[config.mk]
export PLATFORM = sky130hd
export DESIGN_NAME = main_control_fsm
export DESIGN_NICKNAME = d
export VERILOG_FILES = /design/src/rtl/control_pkg.sv /design/src/rtl/main_control_fsm.sv
export SDC_FILE = /design/constraint.sdc
export NUM_CORES = 1
export LEC_CHECK = 0
export BUFFER_PORTS_ARGS = -buffer_cell sky130_fd_sc_hd__buf_2
export CORE_MARGIN = 2
export CORE_UTILIZATION = 38
export CTS_CLUSTER_SIZE = 20
export DETAILED_ROUTE_END_ITERATION = 8
export GPL_ROUTABILITY_DRIVEN = 0
export PLACE_DENSITY = 0.74
export REMOVE_ABC_BUFFERS = 1
export SLEW_MARGIN = 0
export SYNTH_ARGS = -nofsm -noshare
export SYNTH_HDL_FRONTEND = slang
export SYNTH_SLANG_ARGS = --single-unit
[constraint.sdc]
create_clock -name clk -period 1.74 [get_ports clk]
set_clock_uncertainty 0.15 [all_clocks]
set_input_delay 0.174 -clock clk [delete_from_list [all_inputs] [get_ports clk]]
set_output_delay 0.174 -clock clk [all_outputs]
set_load 0.05 [all_outputs]
[src/rtl/control_pkg.sv]
// Shared encodings for the multicycle main control unit: state enum, opcodes,
// ALUOp codes and ALU operand select codes.
// Pure constants and types; no timing or flow control of its own.
package control_pkg;

  typedef enum logic [3:0] {
    ST_FETCH     = 4'd0,
    ST_DECODE    = 4'd1,
    ST_MEM_ADDR  = 4'd2,
    ST_MEM_READ  = 4'd3,
    ST_MEM_WB    = 4'd4,
    ST_MEM_WRITE = 4'd5,
    ST_EXECUTE   = 4'd6,
    ST_ALU_WB    = 4'd7,
    ST_BRANCH    = 4'd8
  } state_t;

  localparam logic [6:0] OP_LOAD   = 7'b0000011;
  localparam logic [6:0] OP_STORE  = 7'b0100011;
  localparam logic [6:0] OP_RTYPE  = 7'b0110011;
  localparam logic [6:0] OP_BRANCH = 7'b1100011;

  localparam logic [1:0] ALUOP_ADD   = 2'b00;
  localparam logic [1:0] ALUOP_SUB   = 2'b01;
  localparam logic [1:0] ALUOP_FUNCT = 2'b10;

  localparam logic [1:0] SRC_A_PC     = 2'b00;
  localparam logic [1:0] SRC_A_OLD_PC = 2'b01;
  localparam logic [1:0] SRC_A_REG    = 2'b10;

  localparam logic [1:0] SRC_B_REG  = 2'b00;
  localparam logic [1:0] SRC_B_FOUR = 2'b01;
  localparam logic [1:0] SRC_B_IMM  = 2'b10;

endpackage

[src/rtl/main_control_fsm.sv]
// Multicycle main control FSM: sequences fetch/decode/execute/memory/writeback.
// Latency: Moore outputs from the state register; lw 5, sw 4, R 4, beq 3, illegal 2 cycles.
// Backpressure: stalls in FETCH, MEM_READ and MEM_WRITE until mem_ready, outputs held.
//
// Ports:
//   clk, rst_n              clock, async active-low reset (forces FETCH)
//   opcode/funct3/funct7_5  instruction register fields
//   mem_ready               memory finishes the current access this cycle
//   pc_write, pc_write_cond, pc_source, iord, mem_read, mem_write, ir_write,
//   reg_write, mem_to_reg, alu_src_a, alu_src_b   datapath controls
//   alu_control_input       {ALUOp, funct7_5, funct3} for the ALU control decoder
//   illegal_instr           one-cycle pulse in DECODE on an unsupported opcode
//   state_o                 current state, debug only
module main_control_fsm
  import control_pkg::*;
(
  input  logic       clk,
  input  logic       rst_n,
  input  logic [6:0] opcode,
  input  logic [2:0] funct3,
  input  logic       funct7_5,
  input  logic       mem_ready,
  output logic       pc_write,
  output logic       pc_write_cond,
  output logic       pc_source,
  output logic       iord,
  output logic       mem_read,
  output logic       mem_write,
  output logic       ir_write,
  output logic       reg_write,
  output logic       mem_to_reg,
  output logic [1:0] alu_src_a,
  output logic [1:0] alu_src_b,
  output logic [5:0] alu_control_input,
  output logic       illegal_instr,
  output logic [3:0] state_o
);

  state_t     state, state_nxt;
  logic [1:0] alu_op;

  always_ff @(posedge clk or negedge rst_n) begin
    if (!rst_n) state <= ST_FETCH;
    else        state <= state_nxt;
  end

  always_comb begin
    state_nxt     = ST_FETCH;
    pc_write      = 1'b0;
    pc_write_cond = 1'b0;
    pc_source     = 1'b0;
    iord          = 1'b0;
    mem_read      = 1'b0;
    mem_write     = 1'b0;
    ir_write      = 1'b0;
    reg_write     = 1'b0;
    mem_to_reg    = 1'b0;
    alu_src_a     = SRC_A_PC;
    alu_src_b     = SRC_B_REG;
    alu_op        = ALUOP_ADD;
    illegal_instr = 1'b0;

    case (state)
      ST_FETCH: begin
        mem_read  = 1'b1;
        alu_src_a = SRC_A_PC;
        alu_src_b = SRC_B_FOUR;
        // PC+4 and IR load only commit on the cycle the memory returns data.
        ir_write  = mem_ready;
        pc_write  = mem_ready;
        state_nxt = mem_ready ? ST_DECODE : ST_FETCH;
      end
      ST_DECODE: begin
        // Branch target precomputed into ALUOut while the opcode is decoded.
        alu_src_a = SRC_A_OLD_PC;
        alu_src_b = SRC_B_IMM;
        case (opcode)
          OP_LOAD, OP_STORE: state_nxt = ST_MEM_ADDR;
          OP_RTYPE:          state_nxt = ST_EXECUTE;
          OP_BRANCH:         state_nxt = ST_BRANCH;
          default: begin
            // PC already advanced in FETCH, so the instruction is just dropped.
            illegal_instr = 1'b1;
            state_nxt     = ST_FETCH;
          end
        endcase
      end
      ST_MEM_ADDR: begin
        alu_src_a = SRC_A_REG;
        alu_src_b = SRC_B_IMM;
        state_nxt = (opcode == OP_LOAD) ? ST_MEM_READ : ST_MEM_WRITE;
      end
      ST_MEM_READ: begin
        mem_read  = 1'b1;
        iord      = 1'b1;
        state_nxt = mem_ready ? ST_MEM_WB : ST_MEM_READ;
      end
      ST_MEM_WB: begin
        reg_write  = 1'b1;
        mem_to_reg = 1'b1;
        state_nxt  = ST_FETCH;
      end
      ST_MEM_WRITE: begin
        iord      = 1'b1;
        mem_write = 1'b1;
        state_nxt = mem_ready ? ST_FETCH : ST_MEM_WRITE;
      end
      ST_EXECUTE: begin
        alu_src_a = SRC_A_REG;
        alu_src_b = SRC_B_REG;
        alu_op    = ALUOP_FUNCT;
        state_nxt = ST_ALU_WB;
      end
      ST_ALU_WB: begin
        reg_write = 1'b1;
        state_nxt = ST_FETCH;
      end
      ST_BRANCH: begin
        alu_src_a     = SRC_A_REG;
        alu_src_b     = SRC_B_REG;
        alu_op        = ALUOP_SUB;
        pc_write_cond = 1'b1;
        pc_source     = 1'b1;
        state_nxt     = ST_FETCH;
      end
      // Unused encodings drive nothing and fall back to FETCH.
      default: state_nxt = ST_FETCH;
    endcase
  end

  // Funct bits only reach the ALU decoder for R-type execute.
  assign alu_control_input = {alu_op, (alu_op == ALUOP_FUNCT) ? {funct7_5, funct3} : 4'b0000};
  assign state_o           = state;

endmodule

==> run metrics, run 1 <==
Worst R2R Setup Slack=0.09 ns; slowest stage delay, CP=0.42 ns; number of cells on the critical path=4; total track usage=0.197; initial antenna violation count=0; Post-DRT Antenna Nets=0; reg2reg end=state_o[1]; Initial Util=0.426; filler cell count=82; Num CTS Buffers=3; DR vias/cell=5.19; initial DRC count=9; VDD IR max=0.000333 V; length of routed met3 wiring=96 µm; biggest area consumer among synthesized cells=dfrtp_1; Critical Path Source Type=register; Top Family by Delay on Critical Path=simple AND/OR/NAND/NOR gates; # H-tree levels=1; Internal=0.257 mW; cells after synthesis=65; Multi-input gate area=375 µm²; die area=0.00160 mm²; CP bufs+invs=2; IO Port Bufs=37; Comb pwr share=0.494; Ports=38; CTS tree=yes; most frequent CP cell=buf_8; clock sinks=4; ranking of synthesized cells by area=dfrtp_1, nor2_1, and2_1; endpoints failing setup=2; fin crit share=1.01; final WL=1.73 mm; total of max-cap violations=0; worst hold stages=3; power per cell area=452 mW/mm²; Synth cell types=32; critical path fanouts, max=5; Critical Path RT=1.42 ns; fraction of the mapped netlist area in adder cells=0; critical path's slowest cell=dfrtp_2; row count=12; antenna fix cells=0; failing checks=negative setup slack; launch point of the worst hold path=opcode[5]; register area share after synthesis=0.203; critical path type=reg -> out; Synth top area share=0.203; CTS root buffer=clkbuf_4; sequential power share=0.232; mux cell area share after synthesis=0.0203; simple-gate share of the synthesized area=0.497; WL per Instance=13.4 µm; sw power=0.172 mW; worst-margin pin slew=0.297 ns; synth warn=0; switching share of power=0.401; syn_area_per_cell=7.58 µm²; Leak Pwr=0.477 nW; unrepaired setup endpoints after global routing=yes; Min-Delay Path Class=in -> reg; metal2 WL=936 µm; via count=670; largest net degree at the start of global routing=14; Top Metal Used=met4; Arr. time, crit path=1.44 ns; share of cells above drive strength 1=0.600; die height=40.0 µm; Slew Viols, Final=0; run status=complete, but fails checks; Skew-Pair Late Insertion Delay=0.24 ns; worst hold endpoint=state_o[3]; Residual DRC=0; Crit. End Element=output pin; XOR/XNOR share of the synthesized area=0.0178; largest family of logic cells by synthesized area=simple AND/OR/NAND/NOR gates; reg2reg path depth=6; complex-gate fraction of the synthesized area=0.145; Post-DP HPWL=1.03 mm; Peak Freq=566 MHz; fin crit period=1.77 ns; worst flop-to-flop path startpoint=state_o[2]; final net count=131; Longest Clk Path Bufs=2; Synth Register Bits=4; Reg area=103 µm²; CORE AREA=0.00116 mm²; global route overflow=0; Layout area overhead=92.4%; max reg flops=4; Fin. Hold Viols=0; die width=40.0 µm; proportion of power drawn by the clock network=0.275; Clk pin slew, worst setup/hold paths=0.04 ns; total power=0.429 mW; first-pass GRT wire length=2.13 mm; M1 wire length=684 µm; number of global-route vias before repair=533; critical path cell sequence=buf_8 -> nor4_4 -> and2_4 -> buf_8; first drt pass iteration count=4; final worst setup slack=-0.0258 ns; max-slew headroom at the worst pin=0.800; Syn Std Cell Area=493 µm²; Setup TNS=-0.0514 ns
==> per-layer routing <==
| layer | global-route usage | up-vias |
|---|---|---|
| li1 | - | 329 |
| met1 | 0.211 | 305 |
| met2 | 0.375 | 34 |
| met3 | 0.0333 | 2 |
| met4 | 0.0776 | 0 |
| met5 | 0 | - |
==> timing repair <==
action                     4_1_cts  5_1_grt
setup endpoints to repair       16       15
gates cloned                     0        1
hold buffers                     1        0
resized for setup               19       26
buffers inserted                 4        3
pin swaps                        2        2
hold endpoints to repair         4        0
==> power groups by stage <==
stage          sequential [mW]  combinational, mW  clock [mW]
2_1_floorplan            0.116             0.0964           0
3_3_place_gp             0.101              0.165           0
3_5_place_dp             0.102              0.166           0
4_1_cts                 0.0987              0.186       0.117
5_1_grt                 0.0995              0.223       0.123
6_report                0.0993              0.212       0.118
==> synthesized netlist by cell type <==
cell type,count
nor2_1,9
nand4bb_1,1
and2_1,5
o22a_1,1
nor3_1,4
buf_2,1
a21oi_1,4
nand2b_4,1
nor4_2,1
buf_4,4
or2_0,1
xnor2_1,1
nand2b_1,3
dfrtp_1,4
a21o_1,1
nand3_1,2
mux2i_1,1
buf_6,1
nand3b_1,1
and3b_1,2
nor3_2,1
nor4_1,1
o41ai_1,1
nor4b_1,2
inv_1,2
o21ai_1,2
a211oi_1,1
nand4_1,1
o221ai_1,1
inv_2,1
nor3b_1,2
nand2_1,2
==> metrics by stage <==
| step | util | instance area [µm²] | hold slack (ns) | std cells | setup slack, ns |
|---|---|---|---|---|---|
| 3_5_place_dp | 0.607 | 702 | -0.164 | 117 | 0.111 |
| 2_1_floorplan | - | 447 | -0.272 | 59 | -2.55 |
| 6_report | 0.820 | 948 | 0.0858 | 129 | -0.0258 |
| 5_1_grt | 0.820 | 948 | 0.0937 | 129 | -0.0729 |
| 3_3_place_gp | 0.607 | 702 | -0.166 | 117 | 0.158 |
| 4_1_cts | 0.713 | 825 | 0.0765 | 125 | 0.00326 |
==> how the worst max path moves through the flow <==
stage / from / to / slack [ns]
after floorplan: state_o[3] / pc_source / -2.55
after global placement: state_o[0] / ir_write / 0.16
after detailed placement: state_o[0] / alu_control_input[2] / 0.11
after CTS: state_o[0] / alu_src_b[1] / 0.003
after global routing: state_o[2] / illegal_instr / -0.07
final: state_o[2] / ir_write / -0.03
==> worst register-to-register path, stage by stage (launching register included) <==
cell	delay, ns
dfrtp_2	0.42
buf_4	0.15
clkbuf_16	0.14
buf_4	0.14
nor4_1	0.31
o221ai_1	0.16
o21ai_1	0.10
==> area by class of cell <==
class / count / share of cell area
well taps: 14 / 0.0185
inverters: 3 / 0.0119
repair buffers: 53 / 0.442
clock buffers: 3 / 0.0237
flip-flops and latches: 4 / 0.108
multi-input cells: 52 / 0.396
==> logic make-up (layout without fill, tap and decap cells) <==
group	after synthesis	after routing
simple gates	39	39
compound gates	11	11
buf+inv	9	59
flops	4	4
xor+xnor	1	1
mux	1	1
==> cell usage in the layout (no fill, tap or decap), drive strengths merged, types with 2 or more instances in the layout <==
cell	n
clkbuf	5
buf	50
nor4	2
and2	5
nand3	2
dfrtp	4
o21ai	2
and3b	2
nor2	9
nor3b	2
inv	3
a21oi	4
nand2b	4
nand2	2
nor4b	2
nor3	5
No activity file was read; power rests on OpenSTA's default activity.
==> run 2: changes to the inputs <==
--- a/config.mk
+++ b/config.mk
@@ -11,7 +11,7 @@
 export CTS_CLUSTER_SIZE = 20
 export DETAILED_ROUTE_END_ITERATION = 8
 export GPL_ROUTABILITY_DRIVEN = 0
-export PLACE_DENSITY = 0.74
+export PLACE_DENSITY_LB_ADDON = 0.1
 export REMOVE_ABC_BUFFERS = 1
 export SLEW_MARGIN = 0
 export SYNTH_ARGS = -nofsm -noshare
==> run metrics, run 2 (same netlist as run 1, synthesis figures left out) <==
Crit. End Element=output pin; final net count=131; Initial Util=0.426; Residual DRC=0; reg2reg end=state_o[1]; row count=12; Post-DP HPWL=991 µm; fin crit period=1.76 ns; clock sinks=4; CORE AREA=0.00116 mm²; via count=693; worst flop-to-flop path startpoint=state_o[1]; antenna fix cells=0; run status=complete, but fails checks; total track usage=0.209; max-slew headroom at the worst pin=0.828; Layout area overhead=103%; critical path fanouts, max=8; initial DRC count=20; launch point of the worst hold path=opcode[5]; worst-margin pin slew=0.254 ns; total power=0.447 mW; # H-tree levels=1; worst hold endpoint=state_o[3]; reg2reg path depth=6; CTS tree=yes; dpl ws=0.113 ns; Critical Path Source Type=register; first-pass GRT wire length=2.32 mm; global route overflow=0; Fin. Hold Viols=0; die height=40.0 µm; worst hold stages=3; Arr. time, crit path=1.44 ns; total of max-cap violations=0; die area=0.00160 mm²; initial antenna violation count=0; Peak Freq=567 MHz; Leak Pwr=0.477 nW; largest net degree at the start of global routing=13; WL per Instance=13.6 µm; first drt pass iteration count=4; Min-Delay Path Class=in -> reg; endpoints failing setup=1; unrepaired setup endpoints after global routing=yes; Multi-input gate area=418 µm²; Reg area=105 µm²; die width=40.0 µm; Num CTS Buffers=3; Slew Viols, Final=0; fin crit share=1.01; share of cells above drive strength 1=0.643; Post-DRT Antenna Nets=0; final worst setup slack=-0.0234 ns; most frequent cells in the layout=buf_2, buf_4, buf_6; failing checks=negative setup slack; Critical Path RT=1.42 ns; final WL=1.76 mm; CTS root buffer=clkbuf_4; VDD IR max=0.000446 V; DR vias/cell=5.37; most common cell after layout, fill and taps aside=buf_2; max reg flops=4; critical path type=reg -> out; filler cell count=63; Worst R2R Setup Slack=0.25 ns; Longest Clk Path Bufs=2; Clk pin slew, worst setup/hold paths=0.04 ns; Ports=38; number of global-route vias before repair=568; power per cell area=447 mW/mm²; Skew-Pair Late Insertion Delay=0.24 ns; IO Port Bufs=37
==> run 2: worst max-delay path, cell delays in order (launching register included) <==
cell      delay [ns]
dfrtp_2         0.47
buf_4           0.17
nand2b_4        0.09
nand2_1         0.10
nor3_2          0.19
buf_6           0.19
==> run 2: layer usage <==
| metal | share of wire | up-vias | track usage |
|---|---|---|---|
| met2 | 0.56 | 27 | 0.403 |
| met5 | 0 | - | 0 |
| met3 | 0.046 | 4 | 0.0389 |
| met1 | 0.38 | 331 | 0.229 |
| met4 | 0.017 | 0 | 0.0517 |
| li1 | - | 331 | - |
==> run 2: layout make-up <==
cell class | instances | share of cell area
multi-input cells | 52 | 0.418
inverters | 3 | 0.0113
clock buffers | 3 | 0.0225
flip-flops and latches | 4 | 0.105
repair buffers | 53 | 0.426
well taps | 14 | 0.0175
==> run 2: what timing repair did <==
item,CTS,global route
hold buffers,1,0
cloned,0,0
endpoints found under the setup margin,16,16
gates resized for setup,18,38
endpoints found under the hold margin,4,0
pin swaps,1,5
setup buffers,4,4
==> run 2: worst max path at each step <==
stage / start / end / slack [ns] / depth (start not counted)
3_5_place_dp: state_o[0] / alu_control_input[1] / 0.11 / 4
6_report: state_o[1] / mem_read / -0.02 / 5
4_1_cts: state_o[3] / ir_write / -0.07 / 4
2_1_floorplan: state_o[3] / pc_source / -2.55 / 1
3_3_place_gp: state_o[2] / pc_write_cond / 0.16 / 3
5_1_grt: state_o[1] / mem_read / -0.09 / 5
==> run 2: through the flow <==
step                TNS (ns)  instance area (µm²)  cells   util  hold slack, ns
finish               -0.0234                 1000    129  0.865          0.0782
global placement           0                  714    117  0.618          -0.163
CTS                   -0.128                  828    125  0.716          0.0657
floorplan             -20.25                  447     59      -          -0.272
global route          -0.337                 1000    129  0.865          0.0868
detailed placement         0                  714    117  0.618          -0.159
==> run 2: where the power goes <==
part,switching [mW],internal (mW)
Clock,0.0478,0.0779
Combinational,0.130,0.0876
Sequential,0.00710,0.0966
Total,0.185,0.262
